`src/rtl/uart_pkg.sv`:
```
// Shared UART definitions: receiver FSM states and bit-timing constants.
// Latency: n/a (types and constants only).
// Backpressure: n/a.
package uart_pkg;

  typedef enum logic [2:0] {
    IDLE,
    START,
    DATA,
    PARITY,
    STOP
  } rx_state_t;

  localparam int OVERSAMPLE   = 16;
  localparam int DATA_BITS    = 8;
  // Mid-bit of the start bit: the 8th oversample tick after the falling edge.
  localparam int START_SAMPLE = 7;
  // Mid-bit of every following bit: 16 ticks after the previous sample.
  localparam int BIT_SAMPLE   = 15;

endpackage

```
`src/rtl/baud_tick_gen.sv`:
```
// Oversample tick generator: one-clk b_tick every CLK_FREQ/(BAUD*OVERSAMPLE) clocks.
// Latency: free-running from reset; first tick DIV clocks after reset release.
// Backpressure: none; the consumer must take every tick.
module baud_tick_gen #(
  parameter int CLK_FREQ   = 100_000_000,
  parameter int BAUD       = 9600,
  parameter int OVERSAMPLE = 16
) (
  input  logic clk,
  input  logic rst,
  output logic b_tick
);

  localparam int DIV = CLK_FREQ / (BAUD * OVERSAMPLE);
  localparam int CW  = (DIV > 1) ? $clog2(DIV) : 1;

  logic [CW-1:0] cnt;

  // Divide clk down to the oversample rate; the tick is registered.
  always_ff @(posedge clk or posedge rst) begin
    if (rst) begin
      cnt    <= '0;
      b_tick <= 1'b0;
    end else if (cnt == CW'(DIV - 1)) begin
      cnt    <= '0;
      b_tick <= 1'b1;
    end else begin
      cnt    <= cnt + CW'(1);
      b_tick <= 1'b0;
    end
  end

endmodule

```
`src/rtl/uart_rx.sv`:
```
// UART receiver, 8N1 LSB first, 16x oversampled; optional even parity (UART_RX_PARITY_EN).
// Latency: rx_done ~9.5 bit times after start-bit fall, +2 sync clks, +<=1 tick jitter.
// Backpressure: none; rx_done/frame_err are single-cycle strobes, rx_data held until next good byte.
module uart_rx #(
  parameter int CLK_FREQ   = 100_000_000,
  parameter int BAUD       = 9600,
  parameter int OVERSAMPLE = 16
) (
  input  logic       clk,
  input  logic       rst,
  input  logic       rx,
  output logic [7:0] rx_data,
  output logic       rx_done,
  output logic       rx_busy,
  output logic       frame_err
);

  import uart_pkg::*;

  rx_state_t  state, state_n;
  logic [3:0] tick_cnt, tick_n;
  logic [2:0] bit_cnt, bit_n;
  logic [7:0] shift, shift_n;
  logic [7:0] data_n;
  logic       armed, armed_n;
  logic       done_n, ferr_n;
  logic       rx_meta, rx_s;
  logic       b_tick;
`ifdef UART_RX_PARITY_EN
  logic       par_err, par_err_n;
`endif

  baud_tick_gen #(
    .CLK_FREQ   (CLK_FREQ),
    .BAUD       (BAUD),
    .OVERSAMPLE (OVERSAMPLE)
  ) u_tick (
    .clk    (clk),
    .rst    (rst),
    .b_tick (b_tick)
  );

  // Two-flop synchroniser; resets to the idle (high) line level.
  always_ff @(posedge clk or posedge rst) begin
    if (rst) begin
      rx_meta <= 1'b1;
      rx_s    <= 1'b1;
    end else begin
      rx_meta <= rx;
      rx_s    <= rx_meta;
    end
  end

  // State and datapath registers; rx_busy follows the next state so it aligns with state.
  always_ff @(posedge clk or posedge rst) begin
    if (rst) begin
      state     <= IDLE;
      tick_cnt  <= '0;
      bit_cnt   <= '0;
      shift     <= '0;
      armed     <= 1'b0;
      rx_data   <= '0;
      rx_done   <= 1'b0;
      frame_err <= 1'b0;
      rx_busy   <= 1'b0;
`ifdef UART_RX_PARITY_EN
      par_err   <= 1'b0;
`endif
    end else begin
      state     <= state_n;
      tick_cnt  <= tick_n;
      bit_cnt   <= bit_n;
      shift     <= shift_n;
      armed     <= armed_n;
      rx_data   <= data_n;
      rx_done   <= done_n;
      frame_err <= ferr_n;
      rx_busy   <= (state_n != IDLE);
`ifdef UART_RX_PARITY_EN
      par_err   <= par_err_n;
`endif
    end
  end

  // Next-state and strobe logic; every sample point is a mid-bit tick.
  always_comb begin
    state_n = state;
    tick_n  = tick_cnt;
    bit_n   = bit_cnt;
    shift_n = shift;
    armed_n = armed;
    data_n  = rx_data;
    done_n  = 1'b0;
    ferr_n  = 1'b0;
`ifdef UART_RX_PARITY_EN
    par_err_n = par_err;
`endif
    case (state)
      IDLE: begin
        // Only a high-to-low transition starts a frame, so a held break
        // after a bad stop bit cannot retrigger.
        tick_n = '0;
        if (armed && !rx_s) begin
          state_n = START;
        end else if (rx_s) begin
          armed_n = 1'b1;
        end
      end
      START: begin
        if (b_tick) begin
          if (tick_cnt == 4'(START_SAMPLE)) begin
            tick_n = '0;
            if (!rx_s) begin
              state_n = DATA;
              bit_n   = '0;
            end else begin
              state_n = IDLE;
              armed_n = 1'b0;
            end
          end else begin
            tick_n = tick_cnt + 4'd1;
          end
        end
      end
      DATA: begin
        if (b_tick) begin
          // 4-bit counter wraps 15 -> 0, giving a 16-tick bit period.
          tick_n = tick_cnt + 4'd1;
          if (tick_cnt == 4'(BIT_SAMPLE)) begin
            shift_n = {rx_s, shift[7:1]};
            bit_n   = bit_cnt + 3'd1;
            if (bit_cnt == 3'(DATA_BITS - 1)) begin
`ifdef UART_RX_PARITY_EN
              state_n = PARITY;
`else
              state_n = STOP;
`endif
            end
          end
        end
      end
`ifdef UART_RX_PARITY_EN
      PARITY: begin
        if (b_tick) begin
          tick_n = tick_cnt + 4'd1;
          if (tick_cnt == 4'(BIT_SAMPLE)) begin
            // Even parity: data bits plus parity bit must have an even count of ones.
            par_err_n = (^shift) ^ rx_s;
            state_n   = STOP;
          end
        end
      end
`endif
      STOP: begin
        if (b_tick) begin
          tick_n = tick_cnt + 4'd1;
          if (tick_cnt == 4'(BIT_SAMPLE)) begin
            // Leave at mid-stop so an immediately following start bit is caught.
            state_n = IDLE;
            armed_n = 1'b0;
`ifdef UART_RX_PARITY_EN
            if (rx_s && !par_err) begin
`else
            if (rx_s) begin
`endif
              data_n = shift;
              done_n = 1'b1;
            end else begin
              ferr_n = 1'b1;
            end
          end
        end
      end
      default: begin
        state_n = IDLE;
      end
    endcase
  end

endmodule
```
`config.mk`:
```
export PLATFORM = sky130hd
export DESIGN_NAME = uart_rx
export DESIGN_NICKNAME = d
export VERILOG_FILES = /design/src/rtl/uart_pkg.sv /design/src/rtl/baud_tick_gen.sv /design/src/rtl/uart_rx.sv
export SDC_FILE = /design/constraint.sdc
export NUM_CORES = 1
export LEC_CHECK = 0
export CAP_MARGIN = 20
export CORE_MARGIN = 3
export CORE_UTILIZATION = 60
export CTS_CLUSTER_DIAMETER = 150
export DETAILED_ROUTE_END_ITERATION = 6
export GPL_ROUTABILITY_DRIVEN = 0
export PLACE_DENSITY = 0.81
export SYNTH_ARGS = -nofsm -noshare
export SYNTH_HDL_FRONTEND = slang
export SYNTH_SLANG_ARGS = --single-unit
```
`constraint.sdc`:
```
create_clock -name clk -period 3.89 [get_ports clk]
set_clock_uncertainty 0.15 [all_clocks]
set_input_delay 0.778 -clock clk [delete_from_list [all_inputs] [get_ports clk]]
set_output_delay 0.778 -clock clk [all_outputs]
set_load 0.005 [all_outputs]
```
======== Yosys cells after proc, flatten, opt, wreduce, memory -nomap -nowiden ========
Index checks and enable logic that the tools add are counted.
word-level totals
  register bits ........................... 43
  output and inout port bits .............. 11
  input port bits ......................... 3
  logic and storage cells ................. 85
cells by class
  reduce and logical (&&, ||, !) cells .... 13
  add/subtract/negate cells ............... 3
  muxes and demuxes ....................... 38
  eq/ne operators ......................... 18
operators by type and width
  operator               number
  $mux 3                 13
  $mux 1                 16
  $ne 2x2->1 const B     7
  $mux 4                 3
  $pmux 3 s4             1
  $pmux 4 s3             1
  $add 10x1->10 const B  1
  $eq 10x10->1 const B   1
  $mux 10                1
  $reduce_bool 3->1      3
  $ne 2x1->1 const B     4
  $reduce_and 8->1       1
  $eq 3x3->1 const B     2
  $pmux 3 s2             1
  $reduce_and 3->1       2
  $reduce_and 6->1       1
  $add 4x1->4 const B    1
  $eq 4x3->1 const B     1
  $eq 4x4->1 const B     1
  $reduce_and 4->1       1
  $add 3x1->3 const B    1
  $eq 3x1->1 const B     1
  $eq 3x2->1 const B     1
  $logic_not 3->1        1
  6 further kinds        6

======== Depth between registers and ports, before layout ========
Gate-level depths: netlist of run 1.
  depth after elaboration ................. 6
  depth in mapped cells ................... 7
  mapped depth without buffers ............ 6

======== By module ========
From an unflattened synthesis of run 1, not the netlist that was laid out.
second synthesis, totals
  cell total of the unflattened synthesis .. 156
  area total of the unflattened synthesis .. 2015.7 µm²
modules (own cells, without submodules)
  module         cells each  instances  sequential area each (µm²)  area an instance (µm²)
  uart_rx        108         1          803.3                       1462.7
  baud_tick_gen  48          1          275.3                       553.0

======== Least setup slack after synthesis of run 1 ========
OpenSTA, ideal clock, no wires.
  kind .................................... register -> register
  start point ............................. reg tick_cnt[0]
  end point ............................... reg shift[0]
  buffers on the path ..................... 2
  data arrival time ....................... 1.455 ns
  library setup time ...................... 0.125 ns
  required time ........................... 3.615 ns
  cell stages (with the launch flop) ...... 7
  period minus slack after synthesis ...... 1.730 ns
  setup slack ............................. 2.160 ns
  cells stage by stage .................... dfrtp_1 -> ha_1 -> and3_1 -> buf_6 -> and3_1 -> buf_6 -> mux2_2
on the way
  word-level cells in the longest chain between the ends .. 2
RTL lines
  what                        RTL line        RTL
  from (decl)                 uart_rx.sv:21   logic [3:0] tick_cnt, tick_n;
  from (signal assigned)      uart_rx.sv:71   tick_cnt <= tick_n;
  $eq 4x4->1                  uart_rx.sv:129  if (tick_cnt == 4'(BIT_SAMPLE)) begin
  $reduce_and 3->1 (no line)  --
  to (signal assigned)        uart_rx.sv:73   shift <= shift_n;
  to (decl)                   uart_rx.sv:23   logic [7:0] shift, shift_n;
Every way passes these cells.
A chain may end at the register's enable or synchronous reset.

======== Worst setup path after layout of run 1 ========
  start point ............................. reg rx_data[6]
  end point ............................... out rx_data[6]
RTL lines
  what                    RTL line       RTL
  from (decl)             uart_rx.sv:12  output logic [7:0] rx_data,
  from (signal assigned)  uart_rx.sv:75  rx_data <= data_n;
No word-level cell between the ends.

==> results of run 1 <==
## metrics by stage
step,util [%],worst slack [ns],hold slack (ns)
2_1_floorplan,-,1.96,0.195
3_3_place_gp,68.5,1.90,0.205
3_5_place_dp,68.5,1.78,0.211
4_1_cts,70.2,1.71,0.230
5_1_grt,70.2,1.56,0.243
6_report,70.2,1.73,0.229
## placed cells by master (no fill, tap or decap), types with 2 or more instances in the layout
master,Yosys,final
ha_1,5,5
dfstp_2,2,2
nand2_1,9,9
clkdlybuf4s50_1,0,13
dfrtp_1,41,41
nor3b_1,2,2
a21oi_1,2,2
and3_1,3,3
nand3b_1,3,3
nor2_1,10,10
o21ai_0,7,7
nand2b_1,3,3
xnor2_1,5,5
and2_1,3,3
inv_1,12,12
mux2_2,18,18
and4_1,2,2
xor2_1,2,2
mux2i_1,2,2
clkbuf_4,0,5
nand3_1,9,9
## area by class of cell
type	count	area, sq um	share of cell area, %
Inverter	12	45.0	2.07
Multi-Input combinational cell	105	810	37.1
Clock inverter	2	12.5	0.574
Tap cell	44	55.1	2.53
Timing Repair Buffer	14	138	6.31
Sequential cell	43	1080	49.5
Clock buffer	6	41.3	1.89
## path summary, 6_finish.rpt
check | end | slack, ns | cells after the start
hold reg to reg | rx_s | 0.23 | 0
min in group asynchronous | u_tick.cnt[1] | 0.68 | 3
setup / recovery | rx_data[6] | 1.73 | 1
hold / removal | rx_s | 0.23 | 0
max in group asynchronous | rx_s | 2.54 | 3
setup reg to reg | shift[0] | 1.79 | 3
## flip-flops by register name (all words and copies together) (netlist names)
signal	flops
rx_meta	1
rx_busy	1
armed	1
shift	8
state	3
rx_data	8
u_tick.b_tick	1
tick_cnt	4
bit_cnt	3
u_tick.cnt	10
rx_s	1
frame_err	1
rx_done	1
## Yosys cell counts, drive strengths merged, types with 2 or more instances
library cell / n / area, sq um
dfrtp: 41 / 1030
nor2: 10 / 37.5
xor2: 2 / 17.5
and3: 3 / 18.8
xnor2: 5 / 43.8
nand4: 2 / 27.5
a21oi: 2 / 10.0
buf: 8 / 58.8
nor4b: 2 / 23.8
nand3: 9 / 45.0
nor3b: 3 / 27.5
nand3b: 3 / 22.5
o21ai: 8 / 40.0
inv: 12 / 45.0
and2: 3 / 18.8
nand2: 9 / 33.8
ha: 5 / 62.6
and4: 2 / 17.5
mux2: 18 / 203
nand2b: 3 / 18.8
mux2i: 2 / 20.0
dfstp: 2 / 52.6
## power breakdown
group	internal [W]	switching (W)
logic	0.0000254	0.0000299
registers	0.000461	0.0000160
clock network	0.0000698	0.000141
## cell families after synthesis
family | Yosys count | share of synthesized area (%)
muxes | 20 | 11.2
and+or+nand+nor | 52 | 15.8
xor gates and xnor gates | 7 | 3.08
buffers and inverters | 20 | 5.21
DFF | 43 | 54.1
AOI/OAI and AO/OA | 21 | 7.48
adders and majority gates | 5 | 3.14
## routing by layer
metal  global-route usage [%]  vias up  wire [um]
li1                         -      609          -
met1                     24.1      605       1420
met2                     31.9       25       1680
met3                     5.17        9        115
met4                     9.16        0         71
met5                        0        -          0
==> summary.md, run 1 <==
| Metric | Value |
|---|---|
| Number of flops mapped to enable cells by yosys | `0` |
| Hold Path Origin | `rx_meta` |
| # rows | `20` |
| Die H | `between 60 and 70 um` |
| Share of layout cells above drive strength 1 | `between 15 and 20%` |
| Avg Vias per Cell | `roughly 5.5` |
| Clk pin slew, worst setup/hold paths | `~0.12 ns` |
| Clk_lat worst skew | `between 0.3 and 0.4 ns` |
| Worst-Margin Slew | `around 0.51 ns` |
| Path type of the worst min-delay path | `flop to flop` |
| Syn-to-layout area delta | `9.42%` |
| First-pass GRT wire length | `approximately 6.1 mm` |
| Vias in the first global route | `~1,300` |
| Setup bufs post-CTS | `0` |
| CTS buffer count | `5` |
| Max frequency | `~460 MHz` |
| Post-route DRC | `0` |
| CP bufs+invs | `1` |
| Lkg Pwr | `roughly 1.1 nW` |
| Fin area | `0.00218 sq mm` |
| CP Max Fanout | `2` |
| Seq/Total Area, Yosys | `54.1%` |
| Final HPWL DP | `between 2 and 2.5 mm` |
| Final setup vio count | `0` |
| CP cell instances | `clkdlybuf4s50_1` |
| Max Cap Violations | `0` |
| Max incr delay on CP | `0.51 ns` |
| Clock Tree Root | `clkbuf_4` |
| DRT Pass-1 Iters | `4` |
| FF-to-FF Start | `state[1]` |
| Ys flop type | `dfrtp_1` |
| Largest net degree at the start of global routing | `44` |
| Io pins | `14` |
| CP Capture Type | `primary output` |
| WP data required | `slightly below 3 ns` |
| Tot Pwr | `0.000743 W` |
| Period utilization | `between 50% and 60%` |
| Detailed Route WL | `3.29 mm` |
| VDD IR max | `0.236 mV` |
| Clock Tree Buf Depth | `2` |
| Post-synthesis instance area | `0.00199 sq mm` |
| Unique masters post-synth | `~40` |
| Final setup TNS | `0 ns` |
| Post-CTS resize count | `0` |
| Cell Count, Final, Fillers Out | `about 230` |
| Syn_area_per_cell | `~12 sq um` |
| Hold_buf cts | `0` |
| RSZ-0062 raised after global routing | `no` |
| WP data arrival | `between 1 and 1.5 ns` |
| Synth async-reset ratio | `100%` |
| Core area | `0.00310 sq mm` |
| Post-Syn Instances | `168` |
| Port bufs | `13` |
| Slowest-stage cell, CP | `clkdlybuf4s50_1` |
| CP startpoint | `rx_data[6]` |
| CP top delay family | `buffers and inverters` |
| Hold Vio Cnt, Final | `0` |
| ANT cells | `0` |
| CTS Sinks | `43` |
| Area after DPL | `roughly 0.0021 sq mm` |
| Total vias in the final route | `1,248` |
| Fillers | `~250` |
| Final ANT Viol Nets | `0` |
| Initial antenna violation count | `0` |
| Max Transition Viols Final | `0` |
| Final Net Count | `approximately 190` |
| Outcome | `finished clean` |
| Final Critical Period | `~2.2 ns` |
| Worst relative slew slack | `roughly two thirds` |
| H-tree depth | `2` |
| Synth Warn # | `0` |
| GR Overflow Total | `0` |
| Die W | `63.6 um` |
| PD cells | `around 340 mW/mm^2` |
| Crit path launch type | `flop` |
| WL/cell | `14.5 um` |
| Starting DRC count in detailed routing | `65` |
| Synthesis-stage register bit count | `43` |
| Die area | `0.00405 sq mm` |
| Initial Utilization | `between 60% and 70%` |
| Placed cells | `around 220` |
| Gr usage total | `approximately a fifth` |
| CTS tree | `built` |
| Kind of critical path | `flop to primary output` |
| Syn Nets | `approximately 180` |
Power figures use the tool's default switching activity.
==> run 2, diff against run 1 <==
--- a/config.mk
+++ b/config.mk
@@ -7,11 +7,11 @@
 export LEC_CHECK = 0
 export CAP_MARGIN = 20
 export CORE_MARGIN = 3
-export CORE_UTILIZATION = 60
+export CORE_UTILIZATION = 57
 export CTS_CLUSTER_DIAMETER = 150
 export DETAILED_ROUTE_END_ITERATION = 6
 export GPL_ROUTABILITY_DRIVEN = 0
-export PLACE_DENSITY = 0.81
+export PLACE_DENSITY = 0.78
 export SYNTH_ARGS = -nofsm -noshare
 export SYNTH_HDL_FRONTEND = slang
 export SYNTH_SLANG_ARGS = --single-unit
==> constraint.sdc (replaced) <==
create_clock -name clk -period 2.05 [get_ports clk]
set_clock_uncertainty 0.15 [all_clocks]
set_input_delay 0.41 -clock clk [delete_from_list [all_inputs] [get_ports clk]]
set_output_delay 0.41 -clock clk [all_outputs]
set_load 0.005 [all_outputs]
==> run 2 against run 1 <==
Effect of this change: flip-flop and latch count unchanged; critical path depth up 3; critical path type is now flop to flop; highest routed layer unchanged; utilization down 0.52 points; first-iteration DRC count up 23%; worst setup slack worse by 1.5 ns; die area up 4.8%; cell area up 2.5%; routed wire length up 5.0%; combinational power up 120%; largest cell class unchanged; cell count up 2.7%; non-clock buffer count up 6; sequential power up 88%.
==> summary.md, run 2 (synthesis gave the netlist of run 1 again) <==
| Metric | Value |
|---|---|
| Gr usage total | `19.2% (-0.37 points)` |
| Hold Path Origin | `rx_meta` |
| Setup slack, reg-to-reg | `0.20 ns (-1.59 ns)` |
| Worst-Margin Slew | `0.388 ns (-0.120 ns)` |
| Crit path launch type | `flop` |
| Max incr delay on CP | `0.41 ns (-0.10 ns)` |
| Max frequency | `540 MHz` |
| WP data required | `2.13 ns (-0.83 ns)` |
| Clk_lat worst skew | `0.34 ns (about the same)` |
| WL/cell | `14.9 um (+2.2%)` |
| Largest net degree at the start of global routing | `44 (unchanged)` |
| Hold Vio Cnt, Final | `0 (unchanged)` |
| Io pins | `14 (unchanged)` |
| Setup bufs post-CTS | `0 (unchanged)` |
| Final ANT Viol Nets | `0 (unchanged)` |
| Total vias in the final route | `1,293 (+3.6%)` |
| Number of flip-flops in the largest register | `10 (unchanged)` |
| Share of layout cells above drive strength 1 | `20.2% (+2.1 points)` |
| CTS tree | `built` |
| Max Cap Violations | `0 (unchanged)` |
| Final setup TNS | `0 ns (unchanged)` |
| ANT cells | `0 (unchanged)` |
| Lkg Pwr | `1.10 nW (+3.5%)` |
| First-pass GRT wire length | `6.16 mm (+0.67%)` |
| Max Transition Viols Final | `0 (unchanged)` |
| Final worst slack | `0.199 ns (-1.53 ns)` |
| CP top delay family | `simple AND/OR/NAND/NOR gates` |
| Core area | `0.00320 sq mm (+3.2%)` |
| Final HPWL DP | `2.53 mm (+8.1%)` |
| CTS buffer count | `5 (unchanged)` |
| Path type of the worst min-delay path | `flop to flop` |
| Clock Tree Buf Depth | `2 (unchanged)` |
| RSZ-0062 raised after global routing | `no` |
| Biggest register | `u_tick.cnt` |
| Detailed Route WL | `3.45 mm (+5.0%)` |
| Commonest non-fill, non-tap cells in the layout | `41 x dfrtp_1, 18 x mux2_2, 13 x clkdlybuf4s50_1` |
| Kind of critical path | `flop to flop` |
| Period utilization | `90.3%` |
| Final core occ | `69.7% (-0.52 points)` |
| VDD IR max | `0.526 mV (+120%)` |
| Die area | `0.00424 sq mm (+4.8%)` |
| CP cell instances | `ha_1 -> and3_1 -> and3_1 -> mux2_2` |
| Final Critical Period | `1.85 ns` |
| CP Capture Type | `flop` |
| H-tree depth | `2 (unchanged)` |
| # rows | `20 (unchanged)` |
| Hold_buf cts | `0 (unchanged)` |
| Instance count on the critical path | `4 (+3)` |
| Post-route DRC | `0 (unchanged)` |
| Die W | `65.1 um (+2.3%)` |
| Cell count of the worst hold path | `0 (unchanged)` |
| Top Registers | `u_tick.cnt x10, rx_data x8, shift x8` |
| CP bufs+invs | `0 (-1)` |
| Outcome | `finished clean` |
| CP Max Fanout | `9 (+7)` |
| Hold EP | `rx_s` |
| CTS Sinks | `43 (unchanged)` |
| Clk pin slew, worst setup/hold paths | `0.12 ns (about the same)` |
| Initial antenna violation count | `0 (unchanged)` |
| Commonest non-fill, non-tap cell in the layout | `dfrtp_1` |
| PD cells | `629 mW/mm^2 (+85%)` |
| Final Net Count | `195 (+3.2%)` |
| Syn-to-layout area delta | `12.1%` |
| Starting DRC count in detailed routing | `80 (+23%)` |
| Die H | `65.1 um (+2.3%)` |
| Setup WS pre-CTS | `0.204 ns (-1.57 ns)` |
| Port bufs | `13 (unchanged)` |
| GR Overflow Total | `0 (unchanged)` |
| WP data arrival | `1.93 ns (+0.70 ns)` |
| Worst r2r path cells | `4 (+1)` |
| Vias in the first global route | `1,326 (-1.5%)` |
| Clock Tree Root | `clkbuf_4` |
| DRT Pass-1 Iters | `4 (unchanged)` |
| Crit path top cell by count | `and3_1` |
| Reg-to-Reg End | `shift[3]` |
| FF-to-FF Start | `tick_cnt[0]` |
| Slowest-stage cell, CP | `dfrtp_1` |
| Avg Vias per Cell | `5.57 (+0.93%)` |
| Post-CTS resize count | `0 (unchanged)` |
| Worst relative slew slack | `74.1% (+8.0 points)` |
| Initial Utilization | `62.2% (-2.0 points)` |
| Final setup vio count | `0 (unchanged)` |
[run 2: cell count changes in the layout (fill, tap and decap cells not counted)]
cell | previous run | this run
buf_4 | 1 | 6
buf_12 | 0 | 1
clkinvlp_4 | 1 | 0
clkbuf_1 | 1 | 2
[run 2: layout make-up]
| class | instances | area [sq um] |
|---|---|---|
| clock buffers | 7 | 45.0 |
| clock inverters | 1 | 5.00 |
| multi-input cells | 105 | 810 |
| fillers | 253 | 970 |
| inverters | 12 | 45.0 |
| flip-flops and latches | 43 | 1080 |
| repair buffers | 20 | 195 |
| well taps | 44 | 55.1 |
[run 2: layer usage]
layer	GRT usage, %	vias up	wire length [um]
li1	-	625	-
met1	25.3	648	1550
met2	31.9	16	1780
met3	4.10	4	84
met4	5.96	0	31
met5	0	-	0
[run 2: where the power goes]
group	leakage (nW)	total [W]	switching (W)	internal, W
combinational	0.508	0.000121	0.0000675	0.0000538
clock	0.0293	0.000386	0.000252	0.000134
sequential	0.562	0.000898	0.0000230	0.000875
[run 2: per-stage QoR]
step	power (W)	hold WS, ns	cells	instance area, sq um
floorplan	0.000997	0.195	168	1990
CTS	0.00142	0.218	232	2230
global placement	0.00103	0.196	224	2180
detailed placement	0.00104	0.201	224	2180
global route	0.00148	0.220	232	2230
finish	0.00141	0.217	232	2230
[run 2: worst max-delay path by stage]
stage / startpoint / to / slack, ns
final: tick_cnt[0] / shift[3] / 0.20
after global routing: tick_cnt[0] / shift[7] / 0.06
after CTS: tick_cnt[0] / shift[1] / 0.18
after detailed placement: tick_cnt[0] / shift[1] / 0.20
after global placement: tick_cnt[0] / shift[3] / 0.27
after floorplan: tick_cnt[0] / shift[0] / 0.32
